### src/rtl/dmem_arbiter_pkg.sv
// rtl/dmem_arbiter_pkg.sv - shared types for the data-memory arbiter
// Contents: DATA_W bus width, arb_owner_t (who holds the memory port this cycle),
//           mem_req_t (one request port: we/addr/wdata).
package dmem_arbiter_pkg;

  localparam int DATA_W = 32;

  typedef enum logic [1:0] {
    OWN_NONE = 2'd0,
    OWN_CPU  = 2'd1,
    OWN_HOST = 2'd2
  } arb_owner_t;

  typedef struct packed {
    logic              we;
    logic [DATA_W-1:0] addr;
    logic [DATA_W-1:0] wdata;
  } mem_req_t;

endpackage

### src/rtl/dmem_arbiter_if.sv
// rtl/dmem_arbiter_if.sv - bus bundle between CPU, host, arbiter and data memory
// Signals: cpu_* load/store path, host_* loader/debug port, mem_* DATA_MEMORY port.
// Modports: slave  = arbiter view (takes requests, drives memory and responses)
//           master = environment view (CPU, host and memory side)
interface dmem_arbiter_if;

  logic                               cpu_req;
  logic                               cpu_we;
  logic [dmem_arbiter_pkg::DATA_W-1:0] cpu_addr;
  logic [dmem_arbiter_pkg::DATA_W-1:0] cpu_wdata;
  logic [dmem_arbiter_pkg::DATA_W-1:0] cpu_rdata;
  logic                               cpu_stall;

  logic                               host_valid;
  logic                               host_we;
  logic [dmem_arbiter_pkg::DATA_W-1:0] host_addr;
  logic [dmem_arbiter_pkg::DATA_W-1:0] host_wdata;
  logic                               host_ready;
  logic                               host_rvalid;
  logic [dmem_arbiter_pkg::DATA_W-1:0] host_rdata;

  logic [dmem_arbiter_pkg::DATA_W-1:0] mem_addr;
  logic                               mem_we;
  logic [dmem_arbiter_pkg::DATA_W-1:0] mem_wd;
  logic [dmem_arbiter_pkg::DATA_W-1:0] mem_rd;

  modport slave (
    input  cpu_req, cpu_we, cpu_addr, cpu_wdata,
    output cpu_rdata, cpu_stall,
    input  host_valid, host_we, host_addr, host_wdata,
    output host_ready, host_rvalid, host_rdata,
    output mem_addr, mem_we, mem_wd,
    input  mem_rd
  );

  modport master (
    output cpu_req, cpu_we, cpu_addr, cpu_wdata,
    input  cpu_rdata, cpu_stall,
    output host_valid, host_we, host_addr, host_wdata,
    input  host_ready, host_rvalid, host_rdata,
    input  mem_addr, mem_we, mem_wd,
    output mem_rd
  );

endinterface

### src/rtl/dmem_arbiter_sat_counter.sv
// rtl/dmem_arbiter_sat_counter.sv - saturating up-counter with synchronous clear
// Ports: clk, rst (async, active-high), clr (clear, wins over inc),
//        inc (count up, sticks at MAX), cnt (current value).
module dmem_arbiter_sat_counter #(
  parameter int           W   = 4,
  parameter logic [W-1:0] MAX = '1
) (
  input  logic         clk,
  input  logic         rst,
  input  logic         clr,
  input  logic         inc,
  output logic [W-1:0] cnt
);

  logic [W-1:0] cnt_q;
  logic [W-1:0] cnt_d;

  always_comb begin
    cnt_d = cnt_q;
    if (clr) begin
      cnt_d = '0;
    end else if (inc && (cnt_q != MAX)) begin
      cnt_d = cnt_q + W'(1);
    end
  end

  always_ff @(posedge clk or posedge rst) begin
    if (rst) begin
      cnt_q <= '0;
    end else begin
      cnt_q <= cnt_d;
    end
  end

  assign cnt = cnt_q;

endmodule

### src/rtl/dmem_arbiter.sv
// rtl/dmem_arbiter.sv - CPU-priority arbiter for the single data-memory port
// Ports: clk, rst (async, active-high); bus (dmem_arbiter_if.slave: CPU, host
//        and DATA_MEMORY signals); owner (current grant, combinational);
//        stall_cycles (saturating count of CPU stall cycles).
// The CPU wins by default; a waiting host request is forced through after
// HOST_MAX_WAIT consecutive losses, stalling the CPU for that cycle.
module dmem_arbiter
  import dmem_arbiter_pkg::*;
#(
  parameter int HOST_MAX_WAIT = 4,
  parameter int STALL_CNT_W   = 16
) (
  input  logic                   clk,
  input  logic                   rst,
  dmem_arbiter_if.slave          bus,
  output arb_owner_t             owner,
  output logic [STALL_CNT_W-1:0] stall_cycles
);

  localparam int                WAIT_W   = $clog2(HOST_MAX_WAIT + 1);
  localparam logic [WAIT_W-1:0] WAIT_MAX = WAIT_W'(HOST_MAX_WAIT);

  logic [WAIT_W-1:0] wait_cnt;
  logic              grant_host;
  logic              grant_cpu;
  mem_req_t          cpu_r;
  mem_req_t          host_r;
  mem_req_t          sel_r;

  logic              host_rvalid_q, host_rvalid_d;
  logic [DATA_W-1:0] host_rdata_q,  host_rdata_d;

  // Grant: host only when the CPU is idle or the host has waited its limit.
  always_comb begin
    grant_host = bus.host_valid && (!bus.cpu_req || (wait_cnt == WAIT_MAX));
    grant_cpu  = bus.cpu_req && !grant_host;
  end

  always_comb begin
    owner = OWN_NONE;
    if (grant_host) begin
      owner = OWN_HOST;
    end else if (grant_cpu) begin
      owner = OWN_CPU;
    end
  end

  // Memory mux. The write enable is qualified by a grant so an idle or
  // losing requester can never write.
  always_comb begin
    cpu_r  = '{we: bus.cpu_we,  addr: bus.cpu_addr,  wdata: bus.cpu_wdata};
    host_r = '{we: bus.host_we, addr: bus.host_addr, wdata: bus.host_wdata};
    sel_r  = grant_host ? host_r : cpu_r;
  end

  assign bus.mem_addr   = sel_r.addr;
  assign bus.mem_wd     = sel_r.wdata;
  assign bus.mem_we     = sel_r.we && (grant_host || grant_cpu);
  assign bus.cpu_rdata  = bus.mem_rd;
  assign bus.cpu_stall  = bus.cpu_req && grant_host;
  assign bus.host_ready = grant_host;

  // Consecutive cycles the pending host request has lost to the CPU.
  dmem_arbiter_sat_counter #(
    .W   (WAIT_W),
    .MAX (WAIT_MAX)
  ) u_wait_cnt (
    .clk (clk),
    .rst (rst),
    .clr (grant_host || !bus.host_valid),
    .inc (bus.host_valid && !grant_host),
    .cnt (wait_cnt)
  );

  dmem_arbiter_sat_counter #(
    .W   (STALL_CNT_W),
    .MAX ('1)
  ) u_stall_cnt (
    .clk (clk),
    .rst (rst),
    .clr (1'b0),
    .inc (bus.cpu_stall),
    .cnt (stall_cycles)
  );

  // Host read response: memory read is asynchronous, so the data is captured
  // on the accept edge and presented for exactly one cycle afterwards.
  always_comb begin
    host_rvalid_d = grant_host && !bus.host_we;
    host_rdata_d  = host_rdata_q;
    if (host_rvalid_d) begin
      host_rdata_d = bus.mem_rd;
    end
  end

  always_ff @(posedge clk or posedge rst) begin
    if (rst) begin
      host_rvalid_q <= 1'b0;
      host_rdata_q  <= '0;
    end else begin
      host_rvalid_q <= host_rvalid_d;
      host_rdata_q  <= host_rdata_d;
    end
  end

  assign bus.host_rvalid = host_rvalid_q;
  assign bus.host_rdata  = host_rdata_q;

endmodule

### src/flat_wrapper.sv
// flat-port wrapper written by rule: the top's interface ports become plain ports
module dmem_arbiter_flat import dmem_arbiter_pkg::*;
#(
  parameter int HOST_MAX_WAIT = 4,
  parameter int STALL_CNT_W   = 16
)
  (clk, rst, owner, stall_cycles, bus_cpu_req, bus_cpu_we, bus_cpu_addr, bus_cpu_wdata, bus_cpu_rdata, bus_cpu_stall, bus_host_valid, bus_host_we, bus_host_addr, bus_host_wdata, bus_host_ready, bus_host_rvalid, bus_host_rdata, bus_mem_addr, bus_mem_we, bus_mem_wd, bus_mem_rd);
  dmem_arbiter_if bus_i ();
  input  logic clk;
  input  logic rst;
  output arb_owner_t owner;
  output logic [STALL_CNT_W-1:0] stall_cycles;
  input wire logic [$bits(bus_i.cpu_req)-1:0] bus_cpu_req;
  input wire logic [$bits(bus_i.cpu_we)-1:0] bus_cpu_we;
  input wire logic [$bits(bus_i.cpu_addr)-1:0] bus_cpu_addr;
  input wire logic [$bits(bus_i.cpu_wdata)-1:0] bus_cpu_wdata;
  output wire logic [$bits(bus_i.cpu_rdata)-1:0] bus_cpu_rdata;
  output wire logic [$bits(bus_i.cpu_stall)-1:0] bus_cpu_stall;
  input wire logic [$bits(bus_i.host_valid)-1:0] bus_host_valid;
  input wire logic [$bits(bus_i.host_we)-1:0] bus_host_we;
  input wire logic [$bits(bus_i.host_addr)-1:0] bus_host_addr;
  input wire logic [$bits(bus_i.host_wdata)-1:0] bus_host_wdata;
  output wire logic [$bits(bus_i.host_ready)-1:0] bus_host_ready;
  output wire logic [$bits(bus_i.host_rvalid)-1:0] bus_host_rvalid;
  output wire logic [$bits(bus_i.host_rdata)-1:0] bus_host_rdata;
  output wire logic [$bits(bus_i.mem_addr)-1:0] bus_mem_addr;
  output wire logic [$bits(bus_i.mem_we)-1:0] bus_mem_we;
  output wire logic [$bits(bus_i.mem_wd)-1:0] bus_mem_wd;
  input wire logic [$bits(bus_i.mem_rd)-1:0] bus_mem_rd;
  assign bus_i.cpu_req = bus_cpu_req;
  assign bus_i.cpu_we = bus_cpu_we;
  assign bus_i.cpu_addr = bus_cpu_addr;
  assign bus_i.cpu_wdata = bus_cpu_wdata;
  assign bus_cpu_rdata = bus_i.cpu_rdata;
  assign bus_cpu_stall = bus_i.cpu_stall;
  assign bus_i.host_valid = bus_host_valid;
  assign bus_i.host_we = bus_host_we;
  assign bus_i.host_addr = bus_host_addr;
  assign bus_i.host_wdata = bus_host_wdata;
  assign bus_host_ready = bus_i.host_ready;
  assign bus_host_rvalid = bus_i.host_rvalid;
  assign bus_host_rdata = bus_i.host_rdata;
  assign bus_mem_addr = bus_i.mem_addr;
  assign bus_mem_we = bus_i.mem_we;
  assign bus_mem_wd = bus_i.mem_wd;
  assign bus_i.mem_rd = bus_mem_rd;
  dmem_arbiter #(.HOST_MAX_WAIT(HOST_MAX_WAIT), .STALL_CNT_W(STALL_CNT_W)) u_core (.clk(clk), .rst(rst), .bus(bus_i), .owner(owner), .stall_cycles(stall_cycles));
endmodule
### config.mk
export PLATFORM = sky130hd
export DESIGN_NAME = dmem_arbiter_flat
export DESIGN_NICKNAME = d
export VERILOG_FILES = /design/src/rtl/dmem_arbiter_pkg.sv /design/src/rtl/dmem_arbiter_if.sv /design/src/rtl/dmem_arbiter_sat_counter.sv /design/src/rtl/dmem_arbiter.sv /design/src/flat_wrapper.sv
export SDC_FILE = /design/constraint.sdc
export NUM_CORES = 1
export LEC_CHECK = 0
export CORE_AREA = 2 2 122 124
export CTS_CLUSTER_DIAMETER = 150
export CTS_CLUSTER_SIZE = 10
export DETAILED_ROUTE_END_ITERATION = 12
export DIE_AREA = 0 0 124 126
export HOLD_SLACK_MARGIN = 0.15
export PLACE_DENSITY = 0.72
export SYNTH_ARGS = -nofsm -noshare
export SYNTH_HDL_FRONTEND = slang
export SYNTH_HIERARCHICAL = 1
export SYNTH_SLANG_ARGS = --single-unit
### constraint.sdc
create_clock -name clk -period 2.8 [get_ports clk]
set_input_delay 0.28 -clock clk [delete_from_list [all_inputs] [get_ports clk]]
set_output_delay 0.28 -clock clk [all_outputs]
set_load 0.02 [all_outputs]
After elaboration in Yosys (flattened, before gate mapping)
Cells that the tools add are included.

Flip-flop bits (word level): 52. Bits of input ports: 166. Output and inout port bits: 150. Word-level logic and storage cells: 30.

Add/sub/neg operators: 2. Equal/unequal tests: 3. Multiplexer cells: 5. Reductions and logical operators: 16.

Operators by type and width (count): $mux W65 (1); $add A16 B1 Y16 const B (1); $ne A16 B16 Y1 const B (1); $logic_and A1 B1 Y1 (8); $mux W3 (2); $logic_not A1 Y1 (4); $add A3 B1 Y3 const B (1); $eq A3 B3 Y1 const B (1); $logic_or A1 B1 Y1 (3); $ne A3 B3 Y1 const B (1); $mux W2 (1); $reduce_bool A2 Y1 (1); $mux W1 (1).

Logic depth before layout (Yosys ltp)
Gate-level depths: netlist of the first run.

Depth in word-level cells: 8. Gate-level depth with buffers: 10. Depth with buffers taken out: 7.

Cells and area by module
Netlist of the first run, hierarchy kept.

By module, submodules not included: dmem_arbiter (times used 1, cells each 188, area each 2327.2 um^2, sequential area each 825.8 um^2); dmem_arbiter_sat_counter at u_core.u_stall_cnt (times used 1, cells each 101, area each 932.1 um^2, sequential area each 400.4 um^2); dmem_arbiter_sat_counter at u_core.u_wait_cnt (times used 1, cells each 18, area each 202.7 um^2, sequential area each 75.1 um^2).

Worst setup path before layout of the first run
OpenSTA, ideal clock, no wires.

Path kind: reg-to-reg. From: register u_core.u_wait_cnt.cnt_q[2] (netlist: u_core/u_wait_cnt/cnt[2]). To: register u_core.u_stall_cnt.cnt_q[13] (netlist: u_core/u_stall_cnt/cnt[13]). Setup time: 0.077 ns. Arrival time: 2.794 ns. Data required time: 2.723 ns. Slack: -0.072 ns. Cell stages (with the launch flop): 11. Path buffers: 3. Clock period less this slack: 2.872 ns. Cells stage by stage: dfrtp_1 nor3b_1 o21ai_1 buf_4 buf_4 nor2_1 clkbuf_2 nand3_1 or4_4 or4_1 a21oi_1.

Word-level cells in the longest chain between the ends: 5.

Ends and longest elaborated chain: start, declared (RTL line dmem_arbiter_sat_counter.sv:15) `logic [W-1:0] cnt_q;`; start signal, assigned (RTL line dmem_arbiter_sat_counter.sv:31) `cnt_q <= cnt_d;`; $eq A3 B3 Y1 (RTL line dmem_arbiter.sv:35) `grant_host = bus.host_valid && (!bus.cpu_req || (wait_cnt == WAIT_MAX));`; $logic_or A1 B1 Y1 (RTL line dmem_arbiter.sv:35); $logic_and A1 B1 Y1 (RTL line dmem_arbiter.sv:35); $logic_and A1 B1 Y1 (RTL line dmem_arbiter.sv:60) `assign bus.cpu_stall = bus.cpu_req && grant_host;`; net bus_cpu_stall (RTL line flat_wrapper.sv:18) `output wire logic [$bits(bus_i.cpu_stall)-1:0] bus_cpu_stall;`; $logic_and A1 B1 Y1 (RTL line dmem_arbiter_sat_counter.sv:22) `end else if (inc && (cnt_q != MAX)) begin`; end signal, assigned (RTL line dmem_arbiter_sat_counter.sv:31); end, declared (RTL line dmem_arbiter_sat_counter.sv:15).

The timed path passes the listed nets, and every way through them passes these cells. A chain may end at the register's enable or synchronous reset.

Worst setup path after layout of the first run
From: register u_core.u_wait_cnt.cnt_q[2] (netlist: u_core/u_wait_cnt/cnt[2]). To: output bus_mem_addr[24].

Word-level cells in the longest chain between the ends: 4.

Ends and longest elaborated chain: $eq A3 B3 Y1 (RTL line dmem_arbiter.sv:35); $logic_or A1 B1 Y1 (RTL line dmem_arbiter.sv:35); $logic_and A1 B1 Y1 (RTL line dmem_arbiter.sv:35); $mux W65 (RTL line dmem_arbiter.sv:53) `sel_r = grant_host ? host_r : cpu_r;`; end, declared (RTL line flat_wrapper.sv:26) `output wire logic [$bits(bus_i.mem_addr)-1:0] bus_mem_addr;`.

No other way between the ends.

==> results.rst, run 1 <==
.. list-table::
   :header-rows: 1

   * - Metric
     - Value
   * - Placement row count
     - 44
   * - Drt pass-1 iters
     - 4
   * - Tcrit/Tclk final
     - 96.7%
   * - Detailed-route DRC error count
     - 0
   * - Chip Width
     - 124 um
   * - Grt total ovfl
     - 0
   * - Final setup viols
     - 0
   * - Net total in the final layout
     - 762
   * - Synth-to-Final Area Change
     - 95.4%
   * - Outcome
     - completed
   * - Measured slew at the worst slew-check pin
     - 0.677 ns
   * - Register-to-register path setup slack
     - 0.37 ns
   * - Post-synthesis cell area
     - 0.00346 mm2
   * - Global-route wire length before repair
     - 20,800 um
   * - Routed len/inst
     - 19.2 um
   * - PortBufs
     - 315
   * - Deepest clock path buffer count
     - 2
   * - Master cell of the clock root buffer
     - sky130_fd_sc_hd__clkbuf_16
   * - Unrepaired setup endpoints after global routing
     - no
   * - Aggregate global-route resource usage
     - 18.0%
   * - Destination of the worst register-to-register timing path
     - u_core/u_stall_cnt/cnt[13]
   * - Count of boundary I/O pins
     - 316
   * - Number of library cell types mapped by synthesis
     - 42
   * - Post-DRT Antenna Nets
     - 0
   * - Worst setup path class
     - reg2out
   * - Setup WS pre-CTS
     - 0.133 ns
   * - CTS tree
     - built
   * - Die height
     - 126 um
   * - Crit Reg-Reg Startpoint
     - u_core/u_wait_cnt/cnt[2]
   * - Initial core utilization
     - 24.2%
   * - Synth Area per Inst
     - 11.3 um2
   * - Number of hold violations in the final report
     - 0
   * - Crit-path leading delay family
     - buffers and inverters
   * - Antenna Diode Count
     - 0
   * - Worst IR Drop VDD
     - 257 uV
   * - Final number of max-transition violations
     - 0
   * - Critical path launch point type
     - register
   * - Fraction of layout instances using a drive strength above 1
     - 22.6%
   * - Post-layout instance count excluding filler cells
     - 778
   * - Vias
     - 3,467
   * - Mapped Nets
     - 476
   * - Worst EP arrival
     - 2.43 ns
   * - Post-route clock skew
     - 0.00578 ns
   * - Share of Yosys cell area claimed by the top area cell type
     - 37.6%
   * - Number of enable-type register cells in the synthesized netlist
     - 0
   * - Clock network fraction of total power
     - 25.3%
   * - Number of cells on the critical path
     - 6
   * - Number of cells on the worst reg-to-reg path
     - 9
   * - Clock Latency Late Sink
     - 0.29 ns
   * - FILL cells
     - 1,349
   * - Sequence of cells on the critical path
     - nor3b_1 > buf_4 > o21ai_4 > buf_4 > mux2_2 > clkdlybuf4s50_1
   * - Buf/Inv on CP
     - 3
   * - Most common cell type on the critical path
     - sky130_fd_sc_hd__buf_4
   * - Top-count cell post-synth
     - sky130_fd_sc_hd__mux2_2
   * - Share of flip-flops with an asynchronous set or reset
     - 100%
   * - Final HPWL DP
     - 12,900 um
   * - H-Tree Level Count
     - 2
   * - Fin crit period
     - 2.71 ns
   * - Switching power share of the total
     - 29.6%
   * - Number of global-route vias before repair
     - 3,547
   * - Most used flip-flop cell after synthesis
     - sky130_fd_sc_hd__dfrtp_1
   * - Via count normalized by instance count
     - 4.46
   * - Setup TNS Final
     - 0 ns
   * - Worst Slack Setup Final
     - 0.0923 ns
   * - Ranking of synthesized cells by area
     - sky130_fd_sc_hd__dfrtp_1 38%, sky130_fd_sc_hd__mux2_2 31%, sky130_fd_sc_hd__buf_4 8.5%
   * - # clock sinks
     - 52
   * - Placeable core area
     - 0.0143 mm2
   * - CTS Buf Count
     - 5
   * - Last weighted congestion value of the routability-driven placer
     - 0.913
   * - Initial drt markers
     - 187
   * - Maximum capacitance violations
     - 0
   * - Switching power summed over all nets
     - 0.807 mW
   * - Maximum single-stage delay on the critical path
     - 0.56 ns
   * - List of most frequent post-synthesis cells
     - 96 x sky130_fd_sc_hd__mux2_2, 52 x sky130_fd_sc_hd__dfrtp_1, 39 x sky130_fd_sc_hd__buf_4
   * - Kind of path behind the tightest hold check
     - in2async
   * - DRT Wirelength
     - 14,900 um
   * - Library cell with the largest summed area after synthesis
     - sky130_fd_sc_hd__dfrtp_1
   * - Sequential share of the synthesized area
     - 37.6%
   * - Critical Path End Type
     - primary output
   * - P_int
     - 1.92 mW
   * - Static leakage
     - 2.70 nW
   * - Count of mapped cells out of synthesis
     - 307
   * - Register bit total from synthesis
     - 52
   * - Number of instances in the placed design
     - 770
   * - Setup crit start
     - u_core/u_wait_cnt/cnt[2]
   * - Crit-path slowest cell
     - sky130_fd_sc_hd__clkdlybuf4s50_1
   * - Total power density per cell area
     - 402 mW/mm2
   * - Initial antenna violation count
     - 1
   * - Largest net degree at the start of global routing
     - 37
   * - Fmax
     - 369 MHz
   * - Part of the total power dissipated in sequential elements
     - 32.5%
   * - Clk pin slew, worst setup/hold paths
     - 0.07 ns
   * - Gate power share
     - 42.2%
   * - Termination of the worst setup path
     - bus_mem_addr[24]
   * - Yosys warning count
     - 6
   * - Worst slew margin relative to its limit
     - 54.8%
   * - Maximum fanout count along the critical path
     - 10
   * - Die Footprint
     - 0.0156 mm2
   * - Data required time of the worst path
     - 2.52 ns
-- cells by family (layout without fill, tap and decap cells) --
| kind of cell | Yosys count | in the layout | synth area share [%] |
|---|---|---|---|
| other | 1 | 1 | 0.108 |
| AND/OR/NAND/NOR | 62 | 62 | 11.1 |
| AO/OA/AOI/OAI | 31 | 31 | 5.89 |
| buffers and inverters | 57 | 344 | 11.3 |
| flip-flops | 52 | 52 | 37.6 |
| multiplexers | 101 | 101 | 32.9 |
| adder cells (fa/ha/maj) | 3 | 3 | 1.08 |
-- power by group through the flow --
stage / combinational, mW / sequential [mW] / clock (mW)
after floorplan: 0.395 / 1.01 / 0
after global placement: 1.15 / 0.895 / 0
after detailed placement: 1.16 / 0.902 / 0
after CTS: 1.17 / 0.888 / 0.707
after global routing: 1.21 / 0.898 / 0.741
final: 1.15 / 0.886 / 0.688
-- sequential cells by signal (all words and copies together) (netlist names) --
register and count:
u_core/bus.host_rdata 32, u_core/bus.host_rvalid 1, u_core/u_stall_cnt/cnt 16, u_core/u_wait_cnt/cnt 3
-- cell usage in the layout, fill, tap and decap left out, drive strengths merged --
| cell | count |
|---|---|
| or3 | 7 |
| or3b | 1 |
| o41ai | 2 |
| conb | 1 |
| dlymetal6s2s | 9 |
| and4b | 1 |
| nand4 | 5 |
| mux2 | 99 |
| clkinv | 1 |
| inv | 10 |
| nand2 | 7 |
| bufinv | 1 |
| nand2b | 5 |
| nor4 | 3 |
| a21oi | 14 |
| nor3 | 5 |
| buf | 21 |
| nor3b | 1 |
| mux2i | 2 |
| a31oi | 1 |
| a21boi | 1 |
| dfrtp | 52 |
| o31ai | 5 |
| nor2b | 4 |
| o211ai | 1 |
| and4 | 1 |
| ha | 3 |
| nand3 | 8 |
| o21ai | 7 |
| nor2 | 6 |
| clkbuf | 6 |
| clkdlybuf4s50 | 296 |
| or4 | 8 |
-- how the worst min path moves through the flow --
stage | from | end | slack, ns | cells after the start
after floorplan | rst | u_core/u_wait_cnt/cnt[0] | 0.03 | 1
after global placement | u_core/bus.host_rdata[24] | u_core/bus.host_rdata[24] | 0.47 | 1
after detailed placement | u_core/bus.host_rdata[24] | u_core/bus.host_rdata[24] | 0.48 | 1
after CTS | rst | u_core/u_wait_cnt/cnt[1] | 0.22 | 2
after global routing | rst | u_core/u_wait_cnt/cnt[1] | 0.23 | 2
final | rst | u_core/u_wait_cnt/cnt[1] | 0.22 | 2
-- final cells by class --
class | count | area [um2] | area share [%]
Inverter | 10 | 37.5 | 0.555
Multi-Input combinational cell | 198 | 1780 | 26.4
Sequential cell | 52 | 1300 | 19.2
Tap cell | 184 | 230 | 3.40
Clock buffer | 6 | 129 | 1.90
Timing Repair Buffer | 326 | 3250 | 48.0
Clock inverter | 2 | 35.0 | 0.518
-- per-layer routing --
layer | vias up | share of wire, % | wire (um) | global-route usage [%]
li1 | 1656 | - | - | -
met1 | 1621 | 38 | 5730 | 20.9
met2 | 179 | 51 | 7630 | 32.4
met3 | 11 | 9.1 | 1360 | 5.07
met4 | 0 | 1.3 | 193 | 3.90
met5 | - | 0 | 0 | 0
-- metrics by stage --
stage               instance area (um2)  total power, mW  hold WS (ns)  utilization [%]
detailed placement                 6580             2.07         0.478             45.9
global route                       6770             2.85         0.228             47.3
finish                             6770             2.72         0.216             47.3
floorplan                          3460             1.40        0.0336                -
global placement                   6580             2.04         0.472             45.9
CTS                                6740             2.76         0.218             47.1
-- what timing repair did --
item,in CTS,in global routing
resized for setup,0,10
hold buffers,0,0
buffers inserted,0,0
setup endpoints to repair,0,3
(Power assumes the default switching activity.)
==> inputs of run 2 (changes only) <==
- CORE_AREA: 2 2 122 124 -> 3 3 120 122
- DIE_AREA: 0 0 124 126 -> 0 0 123 125
- PLACE_DENSITY: 0.72 -> 0.75
==> results.rst, run 2 (same netlist as run 1, synthesis figures left out) <==
.. list-table::
   :header-rows: 1

   * - Metric
     - Value
   * - Outcome
     - completed (unchanged)
   * - Setup TNS Final
     - 0 ns (unchanged)
   * - Tcrit/Tclk final
     - 97.4% (was 96.7%)
   * - Number of instances in the placed design
     - 761 (was 770)
   * - Post-route clock skew
     - 0.00369 ns (was 0.00578 ns)
   * - Number of cells on the worst reg-to-reg path
     - 9 (unchanged)
   * - Maximum fanout count along the critical path
     - 28 (was 10)
   * - CTS Buf Count
     - 5 (unchanged)
   * - Critical Path End Type
     - primary output (unchanged)
   * - Crit-path slowest cell
     - sky130_fd_sc_hd__clkdlybuf4s50_1 (unchanged)
   * - Count of boundary I/O pins
     - 316 (unchanged)
   * - Initial antenna violation count
     - 1 (unchanged)
   * - Fin crit period
     - 2.73 ns (was 2.71 ns)
   * - Final number of max-transition violations
     - 0 (unchanged)
   * - Final setup viols
     - 0 (unchanged)
   * - Global-route wire length before repair
     - 21,600 um (was 20,800 um)
   * - Number of hold violations in the final report
     - 0 (unchanged)
   * - Initial core utilization
     - 26.0% (was 24.2%)
   * - Fraction of layout instances using a drive strength above 1
     - 20.9% (was 22.6%)
   * - Detailed-route DRC error count
     - 0 (unchanged)
   * - Critical path launch point type
     - register (unchanged)
   * - H-Tree Level Count
     - 2 (unchanged)
   * - Fmax
     - 367 MHz (was 369 MHz)
   * - Sequence of cells on the critical path
     - nor3b_1 > buf_4 > o21ai_4 > buf_12 > mux2_2 > clkdlybuf4s50_1 (was nor3b_1 > buf_4 > o21ai_4 > buf_4 > mux2_2 > clkdlybuf4s50_1)
   * - Post-layout instance count excluding filler cells
     - 770 (was 778)
   * - Routed len/inst
     - 19.0 um (was 19.2 um)
   * - Synth-to-Final Area Change
     - 98.8% (was 95.4%)
   * - FILL cells
     - 1,177 (was 1,349)
   * - Buf/Inv on CP
     - 3 (unchanged)
   * - Clock Latency Late Sink
     - 0.28 ns (was 0.29 ns)
   * - Master cell of the clock root buffer
     - sky130_fd_sc_hd__clkbuf_16 (unchanged)
   * - Initial drt markers
     - 134 (was 187)
   * - Data required time of the worst path
     - 2.52 ns (about the same)
   * - Final HPWL DP
     - 12,500 um (was 12,900 um)
   * - # clock sinks
     - 52 (unchanged)
   * - Drt pass-1 iters
     - 4 (unchanged)
   * - Worst EP arrival
     - 2.45 ns (was 2.43 ns)
   * - Global routing usage on met2
     - 33.6% (was 32.4%)
   * - Worst setup path class
     - reg2out (unchanged)
   * - Vias
     - 3,478 (was 3,467)
   * - PortBufs
     - 315 (unchanged)
   * - Net total in the final layout
     - 762 (unchanged)
   * - Total power density per cell area
     - 383 mW/mm2 (was 402 mW/mm2)
   * - CTS tree
     - built (unchanged)
   * - Count of hold-fix buffers inserted at cts
     - 0 (unchanged)
   * - Via count normalized by instance count
     - 4.52 (was 4.46)
   * - Flip-flop count of the largest register after layout
     - 32 (unchanged)
   * - Measured slew at the worst slew-check pin
     - 0.666 ns (was 0.677 ns)
   * - Die Footprint
     - 0.0154 mm2 (was 0.0156 mm2)
   * - Number of global-route vias before repair
     - 3,697 (was 3,547)
   * - Top library cells by usage in the layout, fill and taps aside
     - 259 x sky130_fd_sc_hd__clkdlybuf4s50_1, 96 x sky130_fd_sc_hd__mux2_2, 53 x sky130_fd_sc_hd__dlymetal6s2s_1, 52 x sky130_fd_sc_hd__dfrtp_1, 13 x sky130_fd_sc_hd__a21oi_1 (was 296 x sky130_fd_sc_hd__clkdlybuf4s50_1, 96 x sky130_fd_sc_hd__mux2_2, 52 x sky130_fd_sc_hd__dfrtp_1, 19 x sky130_fd_sc_hd__buf_4, 13 x sky130_fd_sc_hd__a21oi_1)
   * - Destination of the worst register-to-register timing path
     - u_core/u_stall_cnt/cnt[13] (unchanged)
   * - Met3 track demand over resource in global routing
     - 5.10% (was 5.07%)
   * - DRT Wirelength
     - 14,600 um (was 14,900 um)
   * - Crit-path leading delay family
     - buffers and inverters (unchanged)
   * - Worst IR Drop VDD
     - 203 uV (was 257 uV)
   * - Placement row count
     - 42 (was 44)
   * - Setup crit start
     - u_core/u_wait_cnt/cnt[2] (unchanged)
   * - Crit Reg-Reg Startpoint
     - u_core/u_wait_cnt/cnt[2] (unchanged)
   * - Grt total ovfl
     - 0 (unchanged)
   * - Die height
     - 125 um (was 126 um)
   * - Antenna Diode Count
     - 0 (unchanged)
   * - Clk pin slew, worst setup/hold paths
     - 0.07 ns (about the same)
   * - Worst slew margin relative to its limit
     - 55.6% (was 54.8%)
   * - Maximum capacitance violations
     - 0 (unchanged)
   * - Placeable core area
     - 0.0133 mm2 (was 0.0143 mm2)
   * - Kind of path behind the tightest hold check
     - in2async (unchanged)
   * - Termination of the worst setup path
     - bus_mem_wd[13] (was bus_mem_addr[24])
   * - Largest net degree at the start of global routing
     - 35 (was 37)
   * - Routing usage on met1
     - 20.3% (was 20.9%)
   * - Maximum single-stage delay on the critical path
     - 0.54 ns (was 0.56 ns)
   * - Static leakage
     - 3.10 nW (was 2.70 nW)
   * - Register-to-register path setup slack
     - 0.34 ns (was 0.37 ns)
   * - Most Used Layer, Global Route
     - met2 (unchanged)
   * - Post-DRT Antenna Nets
     - 0 (unchanged)
   * - Deepest clock path buffer count
     - 2 (unchanged)
   * - Chip Width
     - 123 um (was 124 um)
   * - Aggregate global-route resource usage
     - 18.1% (was 18.0%)
   * - Last weighted congestion value of the routability-driven placer
     - 0.885 (was 0.913)
   * - Number of cells on the critical path
     - 6 (unchanged)
   * - Most frequent standard cell in the layout excluding fill and tap cells
     - sky130_fd_sc_hd__clkdlybuf4s50_1 (unchanged)
==> run 2: changes by cell type in the layout (fill, tap and decap cells not counted), sizes merged <==
cell           before  now
bufinv              1    0
clkinvlp            0    1
dlymetal6s2s        9   53
clkdlybuf4s50     296  259
clkinv              1    0
clkbuf              6    7
buf                21   11
dlygate4sd2         0    3
==> run 2: worst min-delay path by stage <==
| stage | start | depth (start not counted) | slack, ns | endpoint |
|---|---|---|---|---|
| 6_report | rst | 2 | 0.22 | u_core/u_wait_cnt/cnt[2] |
| 4_1_cts | rst | 2 | 0.22 | u_core/u_wait_cnt/cnt[2] |
| 5_1_grt | rst | 2 | 0.24 | u_core/u_wait_cnt/cnt[2] |
| 3_5_place_dp | u_core/bus.host_rdata[25] | 1 | 0.48 | u_core/bus.host_rdata[25] |
| 3_3_place_gp | u_core/bus.host_rdata[24] | 1 | 0.47 | u_core/bus.host_rdata[24] |
| 2_1_floorplan | rst | 1 | 0.03 | u_core/u_wait_cnt/cnt[0] |
==> run 2: cell type report <==
cell class / count / area (um2) / share of cell area [%]
sequential: 52 / 1300 / 18.9
clock inverter: 1 / 7.51 / 0.109
multi-input combinational: 198 / 1780 / 25.9
clock buffer: 7 / 143 / 2.07
tap: 176 / 220 / 3.20
timing repair buffer: 326 / 3390 / 49.3
inverter: 10 / 37.5 / 0.545
==> run 2: timing repair <==
| item | CTS | global route |
|---|---|---|
| cloned | 0 | 0 |
| setup endpoints to repair | 3 | 59 |
| buffers inserted | 0 | 1 |
| gates resized for setup | 3 | 53 |
==> run 2: per-stage QoR <==
step | hold slack (ns) | total power [mW] | util (%) | instance area (um2) | setup slack [ns]
finish | 0.223 | 2.64 | 51.8 | 6880 | 0.0737
global route | 0.243 | 2.75 | 51.8 | 6880 | -0.000214
detailed placement | 0.482 | 2.06 | 49.6 | 6600 | 0.132
floorplan | 0.0336 | 1.40 | - | 3460 | 0.0546
CTS | 0.221 | 2.69 | 50.7 | 6740 | 0.0113
global placement | 0.467 | 2.04 | 49.6 | 6600 | 0.185
==> run 2: worst reg2reg max path, cell delays in order (launching register included) <==
cell and delay [ns]:
sky130_fd_sc_hd__dfrtp_1 0.45, sky130_fd_sc_hd__nor3b_1 0.21, sky130_fd_sc_hd__buf_4 0.15, sky130_fd_sc_hd__o21ai_4 0.09
sky130_fd_sc_hd__buf_4 0.16, sky130_fd_sc_hd__nor2_2 0.11, sky130_fd_sc_hd__nand3_1 0.15, sky130_fd_sc_hd__or4_4 0.49
sky130_fd_sc_hd__or4_1 0.41, sky130_fd_sc_hd__a21oi_1 0.15
==> run 2: per-layer routing <==
metal	share of wire (%)	vias to the layer above
li1	-	1654
met1	36	1664
met2	54	146
met3	7.6	12
met4	1.3	2
met5	0.12	-
==> run 2: power breakdown <==
group | switching (mW) | internal, mW
clock network | 0.261 | 0.356
logic | 0.487 | 0.649
registers | 0.0436 | 0.840
total | 0.791 | 1.85
==> inputs of run 3 (changes only) <==
- MAX_ROUTING_LAYER: not set -> met4
==> results.rst, run 3 (same netlist as run 1, synthesis figures left out) <==
.. list-table::
   :header-rows: 1

   * - Metric
     - Value
   * - Outcome
     - completed (unchanged)
   * - Worst IR Drop VDD
     - 242 uV (was 203 uV)
   * - Top library cells by usage in the layout, fill and taps aside
     - 277 x sky130_fd_sc_hd__clkdlybuf4s50_1, 96 x sky130_fd_sc_hd__mux2_2, 52 x sky130_fd_sc_hd__dfrtp_1, 35 x sky130_fd_sc_hd__dlymetal6s2s_1, 13 x sky130_fd_sc_hd__a21oi_1 (was 259 x sky130_fd_sc_hd__clkdlybuf4s50_1, 96 x sky130_fd_sc_hd__mux2_2, 53 x sky130_fd_sc_hd__dlymetal6s2s_1, 52 x sky130_fd_sc_hd__dfrtp_1, 13 x sky130_fd_sc_hd__a21oi_1)
   * - Chip Width
     - 123 um (unchanged)
   * - Sequence of cells on the critical path
     - nor3b_1 > buf_4 > o21ai_4 > buf_12 > mux2_2 > clkdlybuf4s50_1 (unchanged)
   * - Maximum fanout count along the critical path
     - 34 (was 28)
   * - Drt pass-1 iters
     - 4 (unchanged)
   * - Die Footprint
     - 0.0154 mm2 (unchanged)
   * - # clock sinks
     - 52 (unchanged)
   * - Clk pin slew, worst setup/hold paths
     - 0.06 ns (was 0.07 ns)
   * - Static leakage
     - 2.94 nW (was 3.10 nW)
   * - Crit Reg-Reg Startpoint
     - u_core/u_wait_cnt/cnt[2] (unchanged)
   * - Master cell of the clock root buffer
     - sky130_fd_sc_hd__clkbuf_16 (unchanged)
   * - Die height
     - 125 um (unchanged)
   * - Vias
     - 3,509 (was 3,478)
   * - Deepest clock path buffer count
     - 2 (unchanged)
   * - PortBufs
     - 315 (unchanged)
   * - Tcrit/Tclk final
     - 97.5% (was 97.4%)
   * - Total power density per cell area
     - 393 mW/mm2 (was 383 mW/mm2)
   * - DRT Wirelength
     - 14,500 um (was 14,600 um)
   * - Worst EP arrival
     - 2.45 ns (about the same)
   * - Register-to-register path setup slack
     - 0.34 ns (about the same)
   * - Count of boundary I/O pins
     - 316 (unchanged)
   * - Grt total ovfl
     - 0 (unchanged)
   * - Post-DRT Antenna Nets
     - 0 (unchanged)
   * - Worst setup path class
     - reg2out (unchanged)
   * - Number of instances in the placed design
     - 761 (unchanged)
   * - Buf/Inv on CP
     - 3 (unchanged)
   * - Data required time of the worst path
     - 2.52 ns (about the same)
   * - CTS tree
     - built (unchanged)
   * - Last weighted congestion value of the routability-driven placer
     - 0.890 (was 0.885)
   * - Count of hold-fix buffers inserted at cts
     - 0 (unchanged)
   * - Number of cells on the worst reg-to-reg path
     - 9 (unchanged)
   * - Final number of max-transition violations
     - 0 (unchanged)
   * - Worst slew margin relative to its limit
     - 56.5% (was 55.6%)
   * - Fin crit period
     - 2.73 ns (about the same)
   * - Switching power share of the total
     - 29.1% (was 30.0%)
   * - Final HPWL DP
     - 12,400 um (was 12,500 um)
   * - Most frequent standard cell in the layout excluding fill and tap cells
     - sky130_fd_sc_hd__clkdlybuf4s50_1 (unchanged)
   * - Switching power summed over all nets
     - 0.783 mW (was 0.791 mW)
   * - Flip-flop count of the largest register after layout
     - 32 (unchanged)
   * - Initial core utilization
     - 26.0% (unchanged)
   * - Initial drt markers
     - 153 (was 134)
   * - Routed len/inst
     - 18.9 um (was 19.0 um)
   * - Critical Path End Type
     - primary output (unchanged)
   * - Maximum single-stage delay on the critical path
     - 0.55 ns (was 0.54 ns)
   * - Destination of the worst register-to-register timing path
     - u_core/u_stall_cnt/cnt[13] (unchanged)
   * - Measured slew at the worst slew-check pin
     - 0.652 ns (was 0.666 ns)
   * - Via count normalized by instance count
     - 4.56 (was 4.52)
   * - Kind of path behind the tightest hold check
     - in2async (unchanged)
   * - Placeable core area
     - 0.0133 mm2 (unchanged)
   * - Placement row count
     - 42 (unchanged)
   * - P_int
     - 1.90 mW (was 1.85 mW)
   * - Critical path launch point type
     - register (unchanged)
   * - Tightest hold margin
     - 0.223 ns (about the same)
   * - Gate power share
     - 42.3% (was 43.1%)
   * - Fmax
     - 366 MHz (was 367 MHz)
   * - Detailed-route DRC error count
     - 0 (unchanged)
   * - Part of the total power dissipated in sequential elements
     - 32.9% (was 33.5%)
   * - Aggregate global-route resource usage
     - 18.7% (was 18.1%)
   * - Largest net degree at the start of global routing
     - 35 (unchanged)
   * - CTS Buf Count
     - 5 (unchanged)
   * - Maximum capacitance violations
     - 0 (unchanged)
   * - Final setup viols
     - 0 (unchanged)
   * - H-Tree Level Count
     - 2 (unchanged)
   * - Fraction of layout instances using a drive strength above 1
     - 20.8% (was 20.9%)
   * - Clock network fraction of total power
     - 24.8% (was 23.4%)
   * - Synth-to-Final Area Change
     - 97.7% (was 98.8%)
   * - FILL cells
     - 1,158 (was 1,177)
   * - Number of global-route vias before repair
     - 3,820 (was 3,697)
   * - Post-layout instance count excluding filler cells
     - 769 (was 770)
   * - Number of hold violations in the final report
     - 0 (unchanged)
   * - Clock Latency Late Sink
     - 0.28 ns (about the same)
   * - Net total in the final layout
     - 762 (unchanged)
   * - Global-route wire length before repair
     - 21,700 um (was 21,600 um)
   * - Initial antenna violation count
     - 1 (unchanged)
   * - Crit-path leading delay family
     - buffers and inverters (unchanged)
   * - Crit-path slowest cell
     - sky130_fd_sc_hd__clkdlybuf4s50_1 (unchanged)
   * - Post-route clock skew
     - 0.00274 ns (was 0.00369 ns)
## run 3: layout make-up
type	instances	area (um2)	share of cell area [%]
Timing Repair Buffer	326	3340	48.9
Multi-Input combinational cell	198	1780	26.1
Sequential cell	52	1300	19.0
Tap cell	176	220	3.22
Clock buffer	5	125	1.83
Inverter	10	37.5	0.548
Clock inverter	1	30.0	0.439
Antenna cell	1	2.50	0.0366
## run 3: worst max path at each step
stage / startpoint / depth (start not counted) / to / slack, ns
final: u_core/u_wait_cnt/cnt[2] / 6 / bus_mem_addr[16] / 0.07
after global routing: u_core/u_wait_cnt/cnt[2] / 6 / bus_mem_addr[16] / -0.006
after CTS: u_core/u_wait_cnt/cnt[2] / 6 / bus_mem_wd[19] / 0.04
after detailed placement: bus_cpu_req / 6 / bus_mem_addr[22] / 0.12
after global placement: bus_cpu_req / 6 / bus_mem_addr[22] / 0.17
after floorplan: u_core/u_wait_cnt/cnt[2] / 10 / u_core/u_stall_cnt/cnt[13] / 0.05
## run 3: power by group through the flow
stage / clock network (mW) / logic (mW) / registers (mW)
after floorplan: 0 / 0.395 / 1.01
after global placement: 0 / 1.15 / 0.894
after detailed placement: 0 / 1.16 / 0.899
after CTS: 0.680 / 1.16 / 0.885
after global routing: 0.721 / 1.19 / 0.896
final: 0.666 / 1.14 / 0.884
## run 3: repair_timing
action,CTS,global route
buffers inserted,1,0
setup endpoints to repair,10,35
resized for setup,3,35
pin swaps,1,0
## run 3: worst register-to-register path, cell delays in order (launching register included)
cell and delay, ns:
sky130_fd_sc_hd__dfrtp_1 0.45, sky130_fd_sc_hd__nor3b_1 0.21, sky130_fd_sc_hd__buf_4 0.16, sky130_fd_sc_hd__o21ai_4 0.09, sky130_fd_sc_hd__buf_4 0.17, sky130_fd_sc_hd__nor2_2 0.11
sky130_fd_sc_hd__nand3_1 0.15, sky130_fd_sc_hd__or4_4 0.48, sky130_fd_sc_hd__or4_1 0.42, sky130_fd_sc_hd__a21oi_1 0.15
## run 3: routing by layer
metal | share of wire [%] | wire, um | global-route usage [%]
met2 | 53 | 7730 | 33.0
met1 | 36 | 5240 | 20.6
met3 | 8.3 | 1200 | 4.97
met5 | 0 | 0 | -
met4 | 2.3 | 337 | 5.54
## run 3: through the flow
step	setup WS, ns	setup TNS [ns]	instance area (um2)	power (mW)	util, %
final	0.0710	0	6840	2.69	51.5
after floorplan	0.0546	0	3460	1.40	-
after global placement	0.174	0	6600	2.04	49.6
after global routing	-0.00617	-0.0215	6840	2.81	51.5
after detailed placement	0.123	0	6600	2.05	49.6
after CTS	0.0370	0	6750	2.72	50.8
